<file path="src/rtl/dm_pkg.sv">
// Shared debug-module SBA types: beat-splitter FSM states and sberror codes.
package dm_pkg;

    typedef enum logic [2:0] {
        Idle  = 3'd0,
        Issue = 3'd1,
        Wait  = 3'd2,
        Done  = 3'd3,
        Flush = 3'd4
    } sba_split_state_e;

    localparam logic [2:0] SbErrNone    = 3'd0;
    localparam logic [2:0] SbErrBadAddr = 3'd2;
    localparam logic [2:0] SbErrAlign   = 3'd3;
    localparam logic [2:0] SbErrSize    = 3'd4;
    localparam logic [2:0] SbErrOther   = 3'd7;

endpackage

</file>
<file path="src/rtl/dm_sba_lane_align.sv">
// Combinational lane steering for one SBA beat: byte enables,
// write-data lane placement and sub-bus read-data extraction.
module dm_sba_lane_align
    import dm_pkg::*;
#(
    parameter int unsigned BusWidth = 32,
    parameter int unsigned DW       = 128,
    parameter int unsigned CW       = 3,
    parameter int unsigned OW       = $clog2(BusWidth / 8)
) (
    input  logic [2:0]            sbaccess_i,
    input  logic [OW-1:0]         offset_i,
    input  logic [CW-1:0]         beat_i,
    input  logic [DW-1:0]         wdata_i,
    input  logic [BusWidth-1:0]   rdata_i,
    output logic                  sub_o,
    output logic [BusWidth/8-1:0] be_o,
    output logic [BusWidth-1:0]   wdata_o,
    output logic [BusWidth-1:0]   rdata_o
);

    localparam int unsigned NBytes = BusWidth / 8;
    localparam int unsigned NSlice = (DW > BusWidth) ? DW / BusWidth : 1;
    localparam logic [2:0]  BusLog = 3'(OW);

    logic [BusWidth-1:0] wsel;
    logic [BusWidth-1:0] wlow;
    logic [BusWidth-1:0] rsh;
    int unsigned         nbytes;
    int unsigned         off;

    always_comb begin
        sub_o   = sbaccess_i < BusLog;
        nbytes  = 32'd1 << sbaccess_i;
        off     = 32'(offset_i);
        rsh     = rdata_i >> (off * 8);
        wsel    = '0;
        wlow    = '0;
        be_o    = '0;
        rdata_o = '0;
        for (int unsigned k = 0; k < NSlice; k++) begin
            if (beat_i == CW'(k)) wsel = wdata_i[k*BusWidth +: BusWidth];
        end
        // Sub-bus data is masked to the access size so idle lanes stay quiet.
        for (int unsigned i = 0; i < NBytes; i++) begin
            if (!sub_o || (i >= off && i < off + nbytes)) be_o[i] = 1'b1;
            if (!sub_o || i < nbytes) begin
                wlow[i*8 +: 8]    = wdata_i[i*8 +: 8];
                rdata_o[i*8 +: 8] = rsh[i*8 +: 8];
            end
        end
        wdata_o = sub_o ? (wlow << (off * 8)) : wsel;
    end

endmodule

</file>
<file path="src/rtl/dm_sba_beat_splitter.sv">
// SBA engine: splits one access into aligned bus beats and reassembles reads.
// Define DM_SBA_ALIGN_CHECK_EN to reject misaligned addresses with sberror 3.
module dm_sba_beat_splitter
    import dm_pkg::*;
#(
    parameter int unsigned BusWidth       = 32,
    parameter int unsigned MaxAccess      = 4,
    parameter bit          ReadByteEnable = 1'b1
) (
    input  logic                      clk_i,
    input  logic                      rst_ni,
    input  logic                      dmactive_i,
    input  logic                      req_i,
    output logic                      ready_o,
    input  logic                      we_i,
    input  logic [BusWidth-1:0]       addr_i,
    input  logic [2:0]                sbaccess_i,
    input  logic [(8<<MaxAccess)-1:0] wdata_i,
    output logic                      done_o,
    output logic [(8<<MaxAccess)-1:0] rdata_o,
    output logic [2:0]                error_o,
    output logic                      master_req_o,
    output logic [BusWidth-1:0]       master_add_o,
    output logic                      master_we_o,
    output logic [BusWidth-1:0]       master_wdata_o,
    output logic [BusWidth/8-1:0]     master_be_o,
    input  logic                      master_gnt_i,
    input  logic                      master_r_valid_i,
    input  logic                      master_r_err_i,
    input  logic                      master_r_other_err_i,
    input  logic [BusWidth-1:0]       master_r_rdata_i
);

    localparam int unsigned DW      = 8 << MaxAccess;
    localparam int unsigned NBytes  = BusWidth / 8;
    localparam int unsigned OW      = $clog2(NBytes);
    localparam int unsigned NBMax   = (DW > BusWidth) ? DW / BusWidth : 1;
    localparam int unsigned CW      = $clog2(NBMax) + 1;
    localparam logic [2:0]  MaxSize = 3'(MaxAccess);
    localparam logic [2:0]  BusLog  = 3'(OW);

    sba_split_state_e    state_q, state_d;
    logic                we_q, we_d;
    logic [BusWidth-1:0] addr_q, addr_d;
    logic [2:0]          size_q, size_d;
    logic [DW-1:0]       wdata_q, wdata_d;
    logic [DW-1:0]       rdata_q, rdata_d;
    logic [CW-1:0]       beat_q, beat_d;
    logic [CW-1:0]       last_q, last_d;
    logic [2:0]          err_q, err_d;

    logic [BusWidth-1:0] size_mask;
    logic [BusWidth-1:0] beat_addr;
    logic                issue;
    logic                lane_sub;
    logic [NBytes-1:0]   lane_be;
    logic [BusWidth-1:0] lane_wdata;
    logic [BusWidth-1:0] lane_rdata;

    dm_sba_lane_align #(
        .BusWidth(BusWidth),
        .DW      (DW),
        .CW      (CW),
        .OW      (OW)
    ) u_lane (
        .sbaccess_i(size_q),
        .offset_i  (addr_q[OW-1:0]),
        .beat_i    (beat_q),
        .wdata_i   (wdata_q),
        .rdata_i   (master_r_rdata_i),
        .sub_o     (lane_sub),
        .be_o      (lane_be),
        .wdata_o   (lane_wdata),
        .rdata_o   (lane_rdata)
    );

    always_comb begin
        state_d   = state_q;
        we_d      = we_q;
        addr_d    = addr_q;
        size_d    = size_q;
        wdata_d   = wdata_q;
        rdata_d   = rdata_q;
        beat_d    = beat_q;
        last_d    = last_q;
        err_d     = err_q;
        size_mask = (BusWidth'(1) << sbaccess_i) - BusWidth'(1);

        unique case (state_q)
            Idle: begin
                if (req_i && dmactive_i) begin
                    we_d    = we_i;
                    size_d  = sbaccess_i;
                    wdata_d = wdata_i;
                    beat_d  = '0;
                    err_d   = SbErrNone;
                    state_d = Issue;
                    last_d  = (sbaccess_i > BusLog) ?
                              CW'((32'd1 << (sbaccess_i - BusLog)) - 32'd1) : '0;
                    if (!we_i) rdata_d = '0;
`ifdef DM_SBA_ALIGN_CHECK_EN
                    addr_d = addr_i;
                    if (sbaccess_i > MaxSize) begin
                        err_d   = SbErrSize;
                        state_d = Done;
                    end else if ((addr_i & size_mask) != '0) begin
                        err_d   = SbErrAlign;
                        state_d = Done;
                    end
`else
                    addr_d = addr_i & ~size_mask;
                    if (sbaccess_i > MaxSize) begin
                        err_d   = SbErrSize;
                        state_d = Done;
                    end
`endif
                end
            end
            Issue: begin
                if (!dmactive_i) state_d = Idle;
                else if (master_gnt_i) state_d = Wait;
            end
            Wait: begin
                if (!dmactive_i) begin
                    state_d = master_r_valid_i ? Idle : Flush;
                end else if (master_r_valid_i) begin
                    if (master_r_err_i) begin
                        err_d   = SbErrBadAddr;
                        state_d = Done;
                    end else if (master_r_other_err_i) begin
                        err_d   = SbErrOther;
                        state_d = Done;
                    end else begin
                        if (!we_q) begin
                            if (lane_sub) begin
                                rdata_d = DW'(lane_rdata);
                            end else begin
                                for (int unsigned k = 0; k < NBMax; k++) begin
                                    if (beat_q == CW'(k))
                                        rdata_d[k*BusWidth +: BusWidth] = master_r_rdata_i;
                                end
                            end
                        end
                        if (beat_q == last_q) begin
                            state_d = Done;
                        end else begin
                            beat_d  = beat_q + CW'(1);
                            state_d = Issue;
                        end
                    end
                end
            end
            Done: state_d = Idle;
            Flush: begin
                if (master_r_valid_i) state_d = Idle;
            end
            default: state_d = Idle;
        endcase
    end

    // Beat k sits k bus words above the bus-aligned base; wraps naturally.
    assign beat_addr = (addr_q & ~BusWidth'(NBytes - 1)) + (BusWidth'(beat_q) << OW);
    assign issue     = (state_q == Issue) && dmactive_i;

    assign ready_o        = state_q == Idle;
    assign done_o         = state_q == Done;
    assign rdata_o        = rdata_q;
    assign error_o        = err_q;
    assign master_req_o   = issue;
    assign master_add_o   = issue ? beat_addr : '0;
    assign master_we_o    = issue && we_q;
    assign master_wdata_o = (issue && we_q) ? lane_wdata : '0;
    assign master_be_o    = !issue ? '0 :
                            (we_q || ReadByteEnable) ? lane_be : '1;

    always_ff @(posedge clk_i) begin
        if (!rst_ni) begin
            state_q <= Idle;
            we_q    <= 1'b0;
            addr_q  <= '0;
            size_q  <= '0;
            wdata_q <= '0;
            rdata_q <= '0;
            beat_q  <= '0;
            last_q  <= '0;
            err_q   <= SbErrNone;
        end else begin
            state_q <= state_d;
            we_q    <= we_d;
            addr_q  <= addr_d;
            size_q  <= size_d;
            wdata_q <= wdata_d;
            rdata_q <= rdata_d;
            beat_q  <= beat_d;
            last_q  <= last_d;
            err_q   <= err_d;
        end
    end

endmodule

</file>
<file path="config.mk">
export PLATFORM = sky130hd
export DESIGN_NAME = dm_sba_beat_splitter
export DESIGN_NICKNAME = d
export VERILOG_FILES = /design/src/rtl/dm_pkg.sv /design/src/rtl/dm_sba_lane_align.sv /design/src/rtl/dm_sba_beat_splitter.sv
export SDC_FILE = /design/constraint.sdc
export NUM_CORES = 1
export LEC_CHECK = 0
export ABC_AREA = 1
export ABC_CLOCK_PERIOD_IN_PS = 1900
export CORE_UTILIZATION = 30
export CTS_BUF_LIST = sky130_fd_sc_hd__clkbuf_4 sky130_fd_sc_hd__clkbuf_8
export DETAILED_ROUTE_END_ITERATION = 6
export GPL_ROUTABILITY_DRIVEN = 0
export SYNTH_ARGS = -nofsm -noshare
export SYNTH_HDL_FRONTEND = slang
export SYNTH_SLANG_ARGS = --single-unit
</file>
<file path="constraint.sdc">
create_clock -name clk_i -period 1.9 [get_ports clk_i]
set_input_delay 0.19 -clock clk_i [delete_from_list [all_inputs] [get_ports clk_i]]
set_output_delay 0.19 -clock clk_i [all_outputs]
set_load 0.01 [all_outputs]
</file>
== Yosys cells after proc, flatten, opt, wreduce, memory -nomap -nowiden ==
Index checks and enable logic that the tools add are counted.
Word-level totals
  word-level logic and storage cells: 149
  register bits after elaboration: 304
  output and inout bits: 203
Cells by class
  bitwise operators: 2
  muxes and demuxes: 60
  order comparisons: 14
  equal/unequal tests: 24
  add/subtract/negate cells: 6
  reduce and logical (&&, ||, !) cells: 26
  shifts and indexed selects: 5
Operators by type and width (count)
  $mux W128: 8
  $mux W32: 11
  $pmux W128 S2: 1
  $lt A1 B32 Y1 const A: 4
  $lt A2 B32 Y1 const A: 4
  $mux W8: 8
  $shl A1 B3 Y32 const A: 2
  $mux W3: 20
  $reduce_and A9 Y1: 4
  $add A2 B32 Y32: 1
  $add A32 B5 Y32: 1
  $and A32 B32 Y32: 1
  $not A32 Y32: 1
  $shl A32 B5 Y32: 1
  $shr A32 B5 Y32: 1
  $sub A32 B2 Y32 const B: 1
  $ne A3 B3 Y1 const B: 7
  $ne A2 B2 Y1 const B: 8
  $eq A3 B2 Y1 const B: 4
  $pmux W3 S2: 2
  $pmux W3 S4: 1
  $logic_or A1 B1 Y1: 8
  $mux W2: 4
  $reduce_and A7 Y1: 1
  other kinds (22): 33

== Depth between registers and ports, before layout ==
  depth after elaboration: 11
  gate-level depth with buffers: 12
  mapped depth without buffers: 12

== Modules after synthesis ==
From an unflattened synthesis, not the netlist that was laid out.
Second synthesis, totals
  cell total of the unflattened synthesis: 2663
  area total of the unflattened synthesis: 16248.1 µm²
By module, submodules not included
  dm_sba_beat_splitter: sequential area each 6085.8 µm², instances 1, cells an instance 2107, area an instance 13810.7 µm²
  dm_sba_lane_align: sequential area each 0.0 µm², instances 1, cells an instance 556, area an instance 2437.3 µm²

== Least setup slack after synthesis ==
No wires, ideal clock.
  path kind: reg-to-output
  start: register size_q[1]
  end: output master_be_o[2]
  path buffers: 0
  arrival: 1.844 ns
  path slack: -0.134 ns
  required time: 1.710 ns
  cell stages (with the launch flop): 10
  cells stage by stage: dfxtp_1 -> nor2_2 -> nand2_1 -> inv_1 -> ha_1 -> inv_1 -> fa_1 -> inv_1 -> nand2_1 -> a31oi_1
Between the ends
  longest elaborated chain between the ends: 7
  elaborated cells on any way between the ends: 9
RTL lines
  start, declared: line dm_sba_beat_splitter.sv:45  | logic [2:0] size_q, size_d;
  start signal, assigned: line dm_sba_beat_splitter.sv:191  | size_q <= size_d;
  $shl A1 B3 Y32: line dm_sba_lane_align.sv:34  | nbytes = 32'd1 << sbaccess_i;
  $add A2 B32 Y32: line dm_sba_lane_align.sv:46  | if (!sub_o || (i >= off && i < off + nbytes)) be_o[i] = 1'b1;
  $lt A2 B32 Y1: line dm_sba_lane_align.sv:46
  $logic_and A1 B1 Y1: line dm_sba_lane_align.sv:46
  $logic_or A1 B1 Y1 *: line dm_sba_lane_align.sv:46
  $mux W1 *: line dm_sba_lane_align.sv:46
  $mux W4 *: line dm_sba_beat_splitter.sv:173  | assign master_be_o = !issue ? '0 :
  end, declared: line dm_sba_beat_splitter.sv:26  | output logic [BusWidth/8-1:0] master_be_o,
Every way passes the cells marked *; elsewhere a longest branch is shown, timed or not.

== Final worst setup path ==
  start: register beat_q[0]
  end: output master_wdata_o[20]
Between the ends
  longest elaborated chain between the ends: 7
  elaborated cells on any way between the ends: 10
RTL lines
  start, declared: line dm_sba_beat_splitter.sv:48  | logic [CW-1:0] beat_q, beat_d;
  start signal, assigned: line dm_sba_beat_splitter.sv:194  | beat_q <= beat_d;
  $logic_not A3 Y1: line dm_sba_lane_align.sv:42  | if (beat_i == CW'(k)) wsel = wdata_i[k*BusWidth +: BusWidth];
  $mux W32 (3 in a row): line dm_sba_lane_align.sv:42
  $mux W32 *: line dm_sba_lane_align.sv:42
  $mux W32 *: line dm_sba_lane_align.sv:52  | wdata_o = sub_o ? (wlow << (off * 8)) : wsel;
  $mux W32 *: line dm_sba_beat_splitter.sv:172  | assign master_wdata_o = (issue && we_q) ? lane_wdata : '0;
  end, declared: line dm_sba_beat_splitter.sv:25  | output logic [BusWidth-1:0] master_wdata_o,
Marked as above.

==> impl_metrics.json <==
{
  "first_iter_violations": 1899,
  "finalSetupViolCount": 201,
  "ctsHtreeMaxLevel": 2,
  "cp_common_cell": "buf_12",
  "num_rows": 81,
  "worstPathCellList": "ha_1 -> ha_4 -> buf_12 -> buf_12 -> a21oi_1 -> o21ai_1 -> nand3_1 -> inv_1 -> clkdlybuf4s15_2",
  "pin_count": 407,
  "setup_slack_ns": -0.743,
  "regArea_um2": 6110,
  "worst_setup_path_start_kind": "flip-flop",
  "detailed_place_hpwl_um": 51000,
  "grt_pass1_wl_um": 104000,
  "final.min_clock_period_ns": 2.64,
  "skew_ns": 0.0358,
  "worstSetupPathType": "flip-flop to output pin",
  "track_usage_pct": 26.6,
  "multi_input_area_um2": 8900,
  "nNetsFinal": 3078,
  "drv_cap": 0,
  "yosysWarningCount": 0,
  "cts_tree": "done",
  "arrival_ns": 2.45,
  "synth_cell_type_count": 43,
  "syn_area_per_cell_um2": 6.79,
  "power_density_nw_per_um2": 736,
  "antenna_left": 0,
  "slowest_delay_ns": 0.38,
  "clkSlewWorstSetupHoldPaths_ns": 0.07,
  "io_buffers": 404,
  "cts_root_buffer": "clkbuf_8",
  "wl_per_cell_um": 20.2,
  "die_area_um2": 51300,
  "die_y_um": 226,
  "crit_fanout": 11,
  "ys_async_sr_fraction_pct": 0,
  "core_um2": 49300,
  "period_share_pct": 139,
  "fillers": 4687,
  "synth_cells": 2224,
  "drcViolationCount": 4,
  "grt_overflow": 0,
  "grt_max_degree": 72,
  "end_kind": "output pin",
  "ir_drop_mv": 0.472,
  "antenna_found_initial": 12,
  "routed_wl_um": 72000,
  "syn_area_um2": 15100,
  "vias": 18658,
  "dp.cells": 3383,
  "fp.dieW_um": 226,
  "drt_first_pass_iters": 7,
  "cts_max_path_buffers": 3,
  "ys_ff_latch": 304,
  "worst_path_max_delay_cell": "dfxtp_4",
  "start_util_pct": 30.7,
  "avgViaCountPerCell": 5.22,
  "power_leakage_nw": 10.1,
  "finalHoldViolCount": 0,
  "clock.fmax_mhz": 378,
  "cts_buffers": 54,
  "grt_pass1_vias": 17691,
  "hp-class": "input pin to flip-flop",
  "syn_to_final_growth_pct": 66.6,
  "place_ws_ns": -0.752,
  "violations": "DRC, setup timing",
  "required_ns": 1.71,
  "fin_cells": 3572,
  "seq_area_frac_synth_pct": 40.3,
  "max-slew-margin-rel_pct": 34.0,
  "rsz0062_at_grt": "true",
  "status": "finished, violations left",
  "drive_gt1_share_pct": 27.9,
  "clock-sinks": 304,
  "ys.flop_type": "dfxtp_1",
  "clock_latency_ns": 0.66,
  "slew_viol_final": 0,
  "tightest_slew_ns": 0.981,
  "synth-edff-count": 0
}
[kinds of logic (layout without fill, tap and decap cells)]
logic type      Yosys count  after routing  synth area share, %
fa+ha+maj                19             19                 1.67
xor+xnor                  6              6                0.348
buf+inv                 349           1020                 9.64
compound gates          592            592                 20.8
flops                   304            304                 40.3
other cells               1             14               0.0248
simple gates            953            953                 27.3
[metal layers]
layer	GRT usage (%)	part of all wire (%)	wire, um	up-vias
met1	33.3	41	29200	8768
met3	4.79	7.7	5550	185
met4	12.3	4.5	3210	0
met5	0	0	0	-
li1	-	-	-	8758
met2	44.0	47	34100	947
[worst max-delay path, delay by kind of cell, from the launching register on]
| family | cells | cell delay, ns |
|---|---|---|
| flip-flops | 1 | 0.38 |
| AO/OA/AOI/OAI | 2 | 0.24 |
| AND/OR/NAND/NOR | 1 | 0.14 |
| buffers and inverters | 4 | 0.59 |
| adder cells (fa/ha/maj) | 2 | 0.43 |
[flip-flops by register name (all words and copies together) (netlist names)]
register,flops
state_q,3
beat_q,3
error_o,3
addr_q,32
wdata_q,128
last_q,3
we_q,1
rdata_o,128
size_q,3
[final cells by class]
cell class              count  share of cell area [%]
diodes                     12                   0.119
flip-flops and latches    304                    24.3
clock buffers              80                    4.13
repair buffers            745                    29.4
inverters                 178                    2.96
well taps                 664                    3.30
multi-input cells        1572                    35.4
clock inverters            17                   0.492
[synth_stat cells (all sizes together) (17+ instances only)]
master	count	area (um2)
nand2	430	1630
dfxtp	304	6090
a21oi	292	1460
nor2	257	996
o21ai	230	1150
inv	177	667
nand3	118	611
nand4	108	676
clkbuf	106	398
buf	65	388
nor3	36	180
o211ai	29	218
ha	17	213
[repair_timing]
| action | 4_1_cts | 5_1_grt |
|---|---|---|
| pin swaps | 105 | 117 |
| hold endpoints to repair | 10 | 0 |
| buffers inserted | 38 | 26 |
| gates resized for setup | 539 | 233 |
| gates cloned | 10 | 8 |
| hold buffers | 1 | 0 |
| endpoints found under the setup margin | 199 | 239 |
[stage by stage]
stage	utilization, %	TNS [ns]	power, mW	hold slack [ns]	instance area [um2]
after floorplan	-	0	8.86	0.325	15100
after global placement	43.9	-77.21	10.9	0.433	21600
after detailed placement	43.9	-88.71	10.9	0.444	21600
after CTS	48.6	-51.28	18.0	0.0578	23900
after global routing	51.1	-79.98	19.2	0.0934	25200
final	51.1	-61.66	18.5	0.0936	25200
[final timing paths]
path / startpoint / to / slack [ns] / cells past startpoint
hold reg to reg: error_o[1] / error_o[1] / 0.45 / 2
hold / removal: addr_i[28] / addr_q[28] / 0.09 / 3
setup / recovery: beat_q[0] / master_wdata_o[20] / -0.74 / 9
setup reg to reg: beat_q[1] / rdata_o[104] / -0.27 / 12
[cell usage in the layout (no fill, tap or decap), drive strengths merged, types with 3 or more instances in the layout]
cell           synthesis  routed
o21ai                230     230
or2                    4       4
o211ai                29      29
buf                   65     400
ha                    17      17
o2111ai                6       6
nand3                118     118
o221ai                 5       5
nor3                  36      36
clkdlybuf4s50          0     333
inv                  177     176
xor2                   5       5
clkbuf               106      87
diode                  0      12
clkinv                 1      17
nand2                430     430
nand4                108     108
a21oi                292     292
dfxtp                304     304
o22ai                  8       8
o21a                   3       3
a31oi                 10      10
clkdlybuf4s15          0       4
nor2                 257     257
[power by group]
group | internal [mW] | switching [mW] | leakage [nW] | total, mW
logic | 2.28 | 2.77 | 6.99 | 5.06
clock network | 3.53 | 3.01 | 0.617 | 6.54
registers | 6.71 | 0.215 | 2.49 | 6.92
(Power assumes the default switching activity.)
==> patch, RTL diff (same settings) <==
Set the parameter `ReadByteEnable` to 1'b0 (it was 1'b1).
--- a/src/rtl/dm_sba_beat_splitter.sv
+++ b/src/rtl/dm_sba_beat_splitter.sv
@@ -5,7 +5,7 @@
 #(
     parameter int unsigned BusWidth       = 32,
     parameter int unsigned MaxAccess      = 4,
-    parameter bit          ReadByteEnable = 1'b1
+    parameter bit          ReadByteEnable = 1'b0
 ) (
     input  logic                      clk_i,
     input  logic                      rst_ni,
Check against the original RTL: not settled (the Yosys comparison gave no result); the edit may change what the design does.
==> patch against the original RTL <==
The run still ends with design-rule violations, negative setup slack left. Count of clock-buffer cells in the layout rose by 7. Register-to-register slack improved by 0.04 ns. Clock skew barely moved. Sequential cell count did not move. Routed wire length rose by 1.6%. Cell count fell by 2.0%. Synthesized area fell by 0.80%. Synthesized cell count barely moved. Worst setup slack got worse by 0.017 ns. Cell area fell by 1.6%. Die area fell by 0.79%. Largest cell class unchanged.
Power is not compared: it rests on default switching activity, and its combinational part moved more than twofold at a synthesized area within 25%.
==> patch: results (changes against the original RTL) <==
metric	value	unit	change
Mapped Cells	2226		+0.090%
Post-Synth XOR/XNOR Area	0.292	%	-0.056 points
initial antenna violation count	14		+2
clk_lat worst skew	0.65	ns	
maximum vdd ir drop	0.734	mV	
HPWL Detailed	48500	um	-5.0%
largest net degree at the start of global routing	75		+4.2%
CTS resizes	563		+4.5%
drt total wl	73200	um	+1.6%
synth top area cells	dfxtp_1 41%, nand2_1 12%, a21oi_1 11%, o21ai_0 5.7%, nand3_1 5.3%		
first-pass GRT wire length	106000	um	+1.6%
Routed Antenna Nets	0		unchanged
worst slew pin tran	0.722	ns	-0.259 ns
routed len/inst	20.9	um	+3.7%
sequential-to-total area share from yosys stat	40.6	%	+0.32 points
share of layout cells above drive strength 1	26.4	%	-1.5 points
post-synthesis adder-cell area fraction	1.44	%	-0.24 points
Syn. warnings	0		unchanged
Final WS setup	-0.760	ns	-0.0172 ns
# setup viols final	158		-21%
total setup buffers inserted after CTS	44		+16%
CTS max path bufs	3		unchanged
setup_tns	-51.33	ns	+10.34 ns
DRT iter0 DRCs	1944		+2.4%
outcome	complete, but fails checks		
mux cell area share after synthesis	0	%	unchanged
Final #Nets	3005		-2.4%
Post-synth top cells	493 x nand2_1, 326 x a21oi_1, 304 x dfxtp_1		
total CTS buffers	53		-1.9%
via count	18900		+1.2%
DRC violations left	1		-3
failing checks	design-rule violations, negative setup slack		
clk pwr	6970	uW	
Fin Clk Skew	0.0356	ns	-0.000162 ns
logic gate share of total power	50.5	%	
Compound-Gate Fraction of Synth Area	19.9	%	-0.84 points
Hold Path Class	in -> reg		
Async SR Flop Fraction	0	%	unchanged
drt pass-1 iters	7		unchanged
crit path DAT	2.47	ns	+0.02 ns
Distinct cells, synth	36		-16%
Power Dens Cells	1190	nW/um^2	
Int Power	17600	uW	
fill count	4664		-0.49%
Leakage Power	0.00944	uW	
gr usage total	26.9	%	+0.37 points
vias in the first global route	18000		+1.8%
placed insts	3313		-2.1%
Worst Path Max Fanout	4		-7
H-tree depth	2		unchanged
patch: area by class of cell:
type / count / area [sq um] / area share (%)
multi-input cells: 1590 / 8820 / 35.6
clock buffers: 87 / 1070 / 4.30
flip-flops and latches: 304 / 6110 / 24.7
inverters: 153 / 612 / 2.47
well taps: 664 / 831 / 3.36
clock inverters: 8 / 143 / 0.576
repair buffers: 683 / 7150 / 28.9
diodes: 11 / 27.5 / 0.111
patch: per-stage QoR:
stage          instance area (sq um)  worst slack (ns)
6_report                       24800            -0.760
5_1_grt                        24800            -0.872
4_1_cts                        23900            -0.827
3_5_place_dp                   21100            -0.726
3_3_place_gp                   21100            -0.690
2_1_floorplan                  15000           -0.0149
patch: worst max-delay path, cell delays in order, from the launching register on:
cell	delay, ns
dfxtp_4	0.39
ha_4	0.14
fa_2	0.23
nand2_4	0.09
nand2_4	0.09
nand3_4	0.09
nor3_4	0.23
buf_4	0.17
nand2_2	0.05
nand2_1	0.06
nand2_1	0.05
nor2_1	0.11
buf_2	0.15
patch: final timing paths:
kind,startpoint,to,slack (ns),depth (start not counted)
setup / recovery,beat_q[0]$_SDFFE_PN0P_,master_add_o[28],-0.76,12
hold reg to reg,error_o[1]$_SDFFE_PN0P_,error_o[1]$_SDFFE_PN0P_,0.45,2
hold / removal,rst_ni,rdata_o[31]$_SDFFE_PN0P_,0.03,3
setup reg to reg,beat_q[1]$_SDFFE_PN0P_,rdata_o[13]$_SDFFE_PN0P_,-0.23,16
patch: routing by layer:
layer  track usage, %  share of wire [%]  wire, um  up-vias
met5                0              0.072        53        -
met4             13.4                5.8      4210        8
met3             5.87                9.5      6970      259
met2             43.3                 46     33400     1113
met1             33.9                 39     28600     8815
li1                 -                  -         -     8687
